==> src/rtl/tx_burst_sched_if.sv <==
// Settings bus and burst-descriptor handshake between the buffer-pool TX controller and tx_burst_sched.
interface tx_burst_sched_if;
    logic        set_stb;
    logic [7:0]  set_addr;
    logic [31:0] set_data;
    logic        desc_valid;
    logic        desc_ready;
    logic [31:0] desc_time;
    logic [15:0] desc_len;
    logic [2:0]  desc_flags;

    modport master (
        output set_stb, set_addr, set_data,
        output desc_valid, desc_time, desc_len, desc_flags,
        input  desc_ready
    );

    modport slave (
        input  set_stb, set_addr, set_data,
        input  desc_valid, desc_time, desc_len, desc_flags,
        output desc_ready
    );
endinterface

==> src/rtl/tx_burst_sched.sv <==
// Timed TX burst scheduler: queues descriptors and gates DSP strobes once master_time reaches each burst time.
// Optional macro TX_SCHED_STATS_EN adds saturating sent/late counters on the stats port and in debug[31:16].
module tx_burst_sched #(
    parameter int BASE       = 128,
    parameter int DEPTH_LOG2 = 2
) (
    input  logic              clk,
    input  logic              rst,
    tx_burst_sched_if.slave   bus,
    input  logic [31:0]       master_time,
    input  logic              strobe_in,
    output logic              strobe_o,
    output logic              run_o,
    output logic              drain_o,
    input  logic              drain_rdy,
    input  logic              underrun_in,
    output logic              late,
    output logic              halted,
`ifdef TX_SCHED_STATS_EN
    output logic [31:0]       stats,
`endif
    output logic [31:0]       debug
);
    localparam int                  DEPTH       = 1 << DEPTH_LOG2;
    localparam logic [DEPTH_LOG2:0] FULL_COUNT  = (DEPTH_LOG2 + 1)'(DEPTH);
    localparam logic [7:0]          ADDR_CTRL   = 8'(BASE);
    localparam logic [7:0]          ADDR_POLICY = 8'(BASE + 1);
    localparam logic [4:0]          TAIL_CYCLES = 5'd16;

    typedef enum logic [2:0] {
        IDLE      = 3'd0,
        WAIT_TIME = 3'd1,
        RUN       = 3'd2,
        DRAIN     = 3'd3,
        HALT      = 3'd7
    } state_t;

    typedef struct packed {
        logic [31:0] t;
        logic [15:0] len;
        logic [2:0]  flags;
    } desc_t;

    desc_t                 fifo_q [DEPTH];
    desc_t                 head;
    logic [DEPTH_LOG2-1:0] wr_ptr_q, wr_ptr_d, rd_ptr_q, rd_ptr_d;
    logic [DEPTH_LOG2:0]   count_q, count_d;

    state_t      state_q, state_d;
    logic [15:0] remaining_q, remaining_d;
    logic [31:0] work_time_q, work_time_d;
    logic [2:0]  work_flags_q, work_flags_d;
    logic [4:0]  tail_q, tail_d;
    logic        enable_q, enable_d;
    logic        late_policy_q, late_policy_d;
    logic        run_q, run_d;
    logic        late_q, late_d;
    logic        halted_q, halted_d;

    logic        ctrl_wr, policy_wr, clear;
    logic        full, empty, push, pop, sent;
    logic [31:0] diff;
    logic        unused_bits;

`ifdef TX_SCHED_STATS_EN
    logic [15:0] bursts_sent_q, bursts_sent_d;
    logic [15:0] bursts_late_q, bursts_late_d;
`endif

    assign ctrl_wr   = bus.set_stb && (bus.set_addr == ADDR_CTRL);
    assign policy_wr = bus.set_stb && (bus.set_addr == ADDR_POLICY);
    assign clear     = ctrl_wr && bus.set_data[1];

    // A push arriving on a full FIFO is refused even if a pop frees a slot in the same cycle.
    assign full           = (count_q == FULL_COUNT);
    assign empty          = (count_q == '0);
    assign bus.desc_ready = !full;
    assign push           = bus.desc_valid && !full;
    assign head           = fifo_q[rd_ptr_q];
    assign diff           = work_time_q - master_time;

    assign unused_bits = ^{bus.set_data[31:2], work_flags_q[2]};

    always_comb begin
        state_d       = state_q;
        remaining_d   = remaining_q;
        work_time_d   = work_time_q;
        work_flags_d  = work_flags_q;
        tail_d        = (tail_q != 5'd0) ? tail_q - 5'd1 : 5'd0;
        enable_d      = ctrl_wr ? bus.set_data[0] : enable_q;
        late_policy_d = policy_wr ? bus.set_data[0] : late_policy_q;
        late_d        = 1'b0;
        pop           = 1'b0;
        sent          = 1'b0;

        case (state_q)
            IDLE: begin
                if (enable_q && !empty) begin
                    pop          = 1'b1;
                    work_time_d  = head.t;
                    work_flags_d = head.flags;
                    remaining_d  = head.len;
                    if (head.len != 16'd0) begin
                        state_d = WAIT_TIME;
                    end
                end
            end
            WAIT_TIME: begin
                if (work_flags_q[0] || !work_flags_q[1] || diff == 32'd0) begin
                    state_d = RUN;
                end else if (diff[31]) begin
                    if (late_policy_q) begin
                        state_d = RUN;
                    end else begin
                        late_d  = 1'b1;
                        state_d = DRAIN;
                    end
                end
            end
            RUN: begin
                if (strobe_in) begin
                    remaining_d = remaining_q - 16'd1;
                end
                // Underrun wins over the completing strobe.
                if (underrun_in) begin
                    state_d = HALT;
                    tail_d  = 5'd0;
                end else if (strobe_in && remaining_q == 16'd1) begin
                    state_d = IDLE;
                    tail_d  = TAIL_CYCLES;
                    sent    = 1'b1;
                end
            end
            DRAIN: begin
                if (remaining_q == 16'd0) begin
                    state_d = IDLE;
                end else if (drain_rdy) begin
                    remaining_d = remaining_q - 16'd1;
                    if (remaining_q == 16'd1) begin
                        state_d = IDLE;
                    end
                end
            end
            HALT: begin
                tail_d = 5'd0;
            end
            default: begin
                state_d = IDLE;
            end
        endcase

        if (clear) begin
            state_d     = IDLE;
            remaining_d = 16'd0;
            tail_d      = 5'd0;
            late_d      = 1'b0;
            pop         = 1'b0;
            sent        = 1'b0;
        end

        halted_d = (state_d == HALT);
        run_d    = (state_d == RUN) || (tail_d != 5'd0);
    end

    always_comb begin
        wr_ptr_d = wr_ptr_q;
        rd_ptr_d = rd_ptr_q;
        count_d  = count_q;
        if (push) begin
            wr_ptr_d = wr_ptr_q + 1'b1;
        end
        if (pop) begin
            rd_ptr_d = rd_ptr_q + 1'b1;
        end
        case ({push, pop})
            2'b10:   count_d = count_q + 1'b1;
            2'b01:   count_d = count_q - 1'b1;
            default: count_d = count_q;
        endcase
        if (clear) begin
            wr_ptr_d = '0;
            rd_ptr_d = '0;
            count_d  = '0;
        end
    end

`ifdef TX_SCHED_STATS_EN
    always_comb begin
        bursts_sent_d = bursts_sent_q;
        bursts_late_d = bursts_late_q;
        if (sent && bursts_sent_q != 16'hFFFF) begin
            bursts_sent_d = bursts_sent_q + 16'd1;
        end
        if (late_d && bursts_late_q != 16'hFFFF) begin
            bursts_late_d = bursts_late_q + 16'd1;
        end
        if (clear) begin
            bursts_sent_d = 16'd0;
            bursts_late_d = 16'd0;
        end
    end
`endif

    // Descriptor storage carries no control meaning, so it is left out of reset.
    always_ff @(posedge clk) begin
        if (push && !clear) begin
            fifo_q[wr_ptr_q] <= '{t: bus.desc_time, len: bus.desc_len, flags: bus.desc_flags};
        end
    end

    always_ff @(posedge clk) begin
        if (!rst) begin
            state_q       <= IDLE;
            remaining_q   <= 16'd0;
            work_time_q   <= 32'd0;
            work_flags_q  <= 3'd0;
            tail_q        <= 5'd0;
            enable_q      <= 1'b0;
            late_policy_q <= 1'b0;
            run_q         <= 1'b0;
            late_q        <= 1'b0;
            halted_q      <= 1'b0;
            wr_ptr_q      <= '0;
            rd_ptr_q      <= '0;
            count_q       <= '0;
`ifdef TX_SCHED_STATS_EN
            bursts_sent_q <= 16'd0;
            bursts_late_q <= 16'd0;
`endif
        end else begin
            state_q       <= state_d;
            remaining_q   <= remaining_d;
            work_time_q   <= work_time_d;
            work_flags_q  <= work_flags_d;
            tail_q        <= tail_d;
            enable_q      <= enable_d;
            late_policy_q <= late_policy_d;
            run_q         <= run_d;
            late_q        <= late_d;
            halted_q      <= halted_d;
            wr_ptr_q      <= wr_ptr_d;
            rd_ptr_q      <= rd_ptr_d;
            count_q       <= count_d;
`ifdef TX_SCHED_STATS_EN
            bursts_sent_q <= bursts_sent_d;
            bursts_late_q <= bursts_late_d;
`endif
        end
    end

    assign strobe_o = (state_q == RUN) && strobe_in;
    assign drain_o  = (state_q == DRAIN) && drain_rdy && (remaining_q != 16'd0);
    assign run_o    = run_q;
    assign late     = late_q;
    assign halted   = halted_q;

`ifdef TX_SCHED_STATS_EN
    assign stats = {bursts_late_q, bursts_sent_q};
    assign debug = {bursts_sent_q, remaining_q[11:0], 1'b0, state_q};
`else
    assign debug = {16'b0, remaining_q[11:0], 1'b0, state_q};
`endif
endmodule
==> src/flat_wrapper.sv <==
// flat-port wrapper written by rule: the top's interface ports become plain ports
module tx_burst_sched_flat 
#(
    parameter int BASE       = 128,
    parameter int DEPTH_LOG2 = 2
)
  (clk, rst, master_time, strobe_in, strobe_o, run_o, drain_o, drain_rdy, underrun_in, late, halted, debug, bus_set_stb, bus_set_addr, bus_set_data, bus_desc_valid, bus_desc_time, bus_desc_len, bus_desc_flags, bus_desc_ready);
  tx_burst_sched_if bus_i ();
  input  logic clk;
  input  logic rst;
  input  logic [31:0] master_time;
  input  logic strobe_in;
  output logic strobe_o;
  output logic run_o;
  output logic drain_o;
  input  logic drain_rdy;
  input  logic underrun_in;
  output logic late;
  output logic halted;
  output logic [31:0] debug;
  input wire logic [$bits(bus_i.set_stb)-1:0] bus_set_stb;
  input wire logic [$bits(bus_i.set_addr)-1:0] bus_set_addr;
  input wire logic [$bits(bus_i.set_data)-1:0] bus_set_data;
  input wire logic [$bits(bus_i.desc_valid)-1:0] bus_desc_valid;
  input wire logic [$bits(bus_i.desc_time)-1:0] bus_desc_time;
  input wire logic [$bits(bus_i.desc_len)-1:0] bus_desc_len;
  input wire logic [$bits(bus_i.desc_flags)-1:0] bus_desc_flags;
  output wire logic [$bits(bus_i.desc_ready)-1:0] bus_desc_ready;
  assign bus_i.set_stb = bus_set_stb;
  assign bus_i.set_addr = bus_set_addr;
  assign bus_i.set_data = bus_set_data;
  assign bus_i.desc_valid = bus_desc_valid;
  assign bus_i.desc_time = bus_desc_time;
  assign bus_i.desc_len = bus_desc_len;
  assign bus_i.desc_flags = bus_desc_flags;
  assign bus_desc_ready = bus_i.desc_ready;
  tx_burst_sched #(.BASE(BASE), .DEPTH_LOG2(DEPTH_LOG2)) u_core (.clk(clk), .rst(rst), .bus(bus_i), .master_time(master_time), .strobe_in(strobe_in), .strobe_o(strobe_o), .run_o(run_o), .drain_o(drain_o), .drain_rdy(drain_rdy), .underrun_in(underrun_in), .late(late), .halted(halted), .debug(debug));
endmodule
==> config.mk <==
export PLATFORM = sky130hd
export DESIGN_NAME = tx_burst_sched_flat
export DESIGN_NICKNAME = d
export VERILOG_FILES = /design/src/rtl/tx_burst_sched_if.sv /design/src/rtl/tx_burst_sched.sv /design/src/flat_wrapper.sv
export SDC_FILE = /design/constraint.sdc
export NUM_CORES = 1
export LEC_CHECK = 0
export CAP_MARGIN = 20
export CORE_ASPECT_RATIO = 0.6
export CORE_UTILIZATION = 45
export DETAILED_ROUTE_END_ITERATION = 8
export GPL_TIMING_DRIVEN = 0
export PLACE_DENSITY = 0.7
export SLEW_MARGIN = 20
export SYNTH_ARGS = -nofsm -noshare
export SYNTH_HDL_FRONTEND = slang
export SYNTH_SLANG_ARGS = --single-unit
==> constraint.sdc <==
create_clock -name clk -period 3.1 [get_ports clk]
set_input_delay 0.62 -clock clk [delete_from_list [all_inputs] [get_ports clk]]
set_output_delay 0.62 -clock clk [all_outputs]
set_load 0.01 [all_outputs]
==> results.tsv <==
stage	metric	value	unit
layout	Reg area	7450	um2
logic_synthesis	most frequent cell after synthesis	edfxtp_1	
layout	Multi-input gate area	5510	um2
die	die height	133	um
detailed_routing	DRC	0	
logic_synthesis	top cells by count, synth	200 x edfxtp_1, 115 x nand2_1, 72 x dfxtp_1	
clocking	Hold Buf Count CTS	0	
run_status	failing checks	negative setup slack	
power	Tot Pwr	7.82	mW
critical_path	required time of the worst setup path	3520	ps
timing	Final Hold Fails	0	
placement	DP Wirelength	21700	um
die	area of the core	27900	um2
global_routing	initial antenna violation count	3	
logic_synthesis	Syn Inst Count	1041	
power	Pwr Density	484	nW/um2
detailed_routing	Routed WL per cell	19.0	um
die	Horiz. Die Dim	221	um
clocking	Worst-Skew Late Latency	530	ps
critical_path	slowest CP cell	clkdlybuf4s50_1	
detailed_routing	routed vias/inst	5.60	
clocking	clock sinks	272	
critical_path	crit path launch	master_time[14]	
die	Row Count	47	
critical_path	CP Capture Type	flip-flop	
placement	global placement routability congestion	0.938	
critical_path	worst-path cell chain	clkdlybuf4s50_1 -> inv_1 -> ha_1 -> buf_6 -> nand4_1 -> inv_2 -> a2111oi_4 -> or2_4 -> buf_4 -> and3_1 -> a22o_1 -> a2111oi_4 -> nand4_2 -> a22o_1	
clocking	clock root buffer	clkbuf_16	
critical_path	crit path max fanout	9	
global_routing	Tot GR Track Use	20.6	%
critical_path	CP top delay family	buffers and inverters	
power	Peak VDD IR	0.482	mV
logic_synthesis	fraction of registers with async set/reset	0	%
logic_synthesis	Synth area leaders	edfxtp_1 46%, dfxtp_1 11%, mux4_2 8.7%	
critical_path	CP max stage delay	460	ps
logic_synthesis	mapped cell area	12900	um2
logic_synthesis	Yosys cell types	71	
die	I/O pins	168	
detailed_routing	DRT iter0 DRCs	786	
layout	share of cells above drive strength 1	19.7	%
clocking	clock tree buffer depth	3	
timing	actual slew at the worst max-slew pin	828	ps
critical_path	Worst Setup Start Kind	input pin	
critical_path	Buf/Inv on CP	5	
detailed_routing	vias after detailed routing	8987	
min_path	Worst Hold Class	flip-flop to flip-flop	
timing	max_slew headroom	44.8	%
clocking	H-tree level count	1	
layout	nets	1387	
clocking	CTS Buf Count	26	
job	MaxCap Viol Count	0	
timing	Hold WS	470	ps
layout	fill count	2235	
power	leak pwr	5.61	nW
timing	Setup Viol. Count Final	1	
layout	fin cells	1604	
timing	Slew Limit Fails	0	
timing	RSZ-0062 raised after global routing	yes	
timing	Setup Skew	10.6	ps
die	full die area	29500	um2
die	initial core utilization	46.4	%
timing	Final period util	100	%
critical_path	CP arrival	3520	ps
detailed_routing	Total Wirelength	30500	um
clocking	CTS tree	yes	
placement	placed instance count	1544	
detailed_routing	Pre-Repair DR Iteration Count	5	
global_routing	total gr overflow	0	
global_routing	largest net degree at the start of global routing	51	
logic_synthesis	Main synth FF type	edfxtp_1	
logic_synthesis	post-synth top area cell	edfxtp_1	
run_status	status	finished, violations left	
logic_synthesis	Synth warnings	0	
timing	crit path time final	3100	ps
logic_synthesis	syn avg cell area	12.4	um2
logic_synthesis	Synth top area share	46.4	%
timing	highest clock rate	323	MHz
detailed_routing	ANT nets after route	0	
critical_path	worst reg2reg path startpoint	u_core.work_time_q[1]$_SDFFE_PN0P_	
critical_path	crit path kind	input pin to flip-flop	
logic_synthesis	number of flops mapped to enable cells by yosys	200	
logic_synthesis	#FFs+latches synth	272	
layout	Syn-to-layout area delta	24.8	%
logic_synthesis	Seq/Total Area, Yosys	57.5	%
min_path	critical hold path startpoint	u_core.work_time_q[0]$_SDFFE_PN0P_	
global_routing	number of global-route vias before repair	8539	
placement	# port buffers	119	
clocking	clock slew at reported path FFs	60	ps
timing	min setup slack post-route	-0.435	ps
global_routing	first-pass GRT wire length	47400	um
## cells in the final DEF (no fill, tap or decap), drive strengths merged, types with 10 or more instances in the layout
cell type	synthesis	layout
nand2	115	115
ha	40	40
nand3	23	23
mux4	50	50
nand4	15	15
buf	46	65
dfxtp	72	72
conb	1	17
a21o	13	13
a21boi	37	37
nor3	17	17
clkbuf	30	63
o21ai	42	42
xor2	11	11
nor2	51	51
inv	51	52
clkdlybuf4s50	0	109
nor4	10	10
a211oi	12	12
edfxtp	200	200
a21oi	58	58
## power breakdown
part           total [mW]  internal (mW)  switching (mW)
clock network        2.93           1.63            1.30
logic               0.764          0.362           0.402
registers            4.13           4.08          0.0509
total                7.82           6.07            1.75
## per-layer routing
metal / vias up / share of wire, % / track usage [%]
li1: 4261 / - / -
met2: 331 / 41 / 28.9
met4: 4 / 1.6 / 3.92
met3: 43 / 9.1 / 4.52
met1: 4348 / 49 / 32.4
met5: - / 0.075 / 0
## tightest hold or removal path: stages, from the launching register on
cell and delay [ps]:
dfxtp_1 310, nand2_1 50, a21boi_0 60
## cell type report
| class | count | area share, % |
|---|---|---|
| flip-flops and latches | 272 | 46.1 |
| multi-input cells | 658 | 34.1 |
| repair buffers | 141 | 8.47 |
| clock buffers | 40 | 4.54 |
| well taps | 367 | 2.84 |
| plain buffers | 66 | 2.42 |
| inverters | 51 | 1.18 |
| clock inverters | 8 | 0.325 |
| diodes | 1 | 0.0155 |
## path summary, 6_finish.rpt
check	endpoint	slack (ps)	cells past startpoint
hold reg to reg	u_core.work_time_q[0]$_SDFFE_PN0P_	470	2
hold / removal	u_core.work_time_q[0]$_SDFFE_PN0P_	470	2
setup / recovery	u_core.state_q[0]$_SDFF_PN0_	-0.4	14
setup reg to reg	u_core.state_q[0]$_SDFF_PN0_	60	10
## cells by family after synthesis
logic type | synth area share, %
DFF | 57.5
and+or+nand+nor | 11.1
xor gates and xnor gates | 1.35
buffers and inverters | 4.65
adders and majority gates | 4.02
muxes | 8.85
other | 0.0290
AOI/OAI and AO/OA | 12.5
## state kept, by name, indices dropped and copies added (netlist names), 3 cells and up, named ones only
register            cells
u_core.fifo_q         200
u_core.remaining_q     16
u_core.state_q          3
u_core.tail_q           5
u_core.work_time_q     32
u_core.count_q          3
## through the flow
step,setup slack (ps),cell area (um2),utilization [%],TNS (ps)
after floorplan,2.71,13000,-,0
after global placement,-1070,14700,52.5,-216500
after detailed placement,-988,14700,52.6,-8070
after CTS,-40.8,15900,56.9,-40.8
after global routing,-98.6,16200,57.8,-155
final,-0.435,16200,57.8,-0.435
## timing repair
| item | in CTS | in global routing |
|---|---|---|
| endpoints found under the setup margin | 4 | 9 |
| gates resized for setup | 76 | 58 |
| buffers inserted | 14 | 7 |
| endpoints found under the hold margin | 0 | 0 |
| pin swaps | 39 | 33 |
Note: power is estimated with default switching activity, not from simulation.
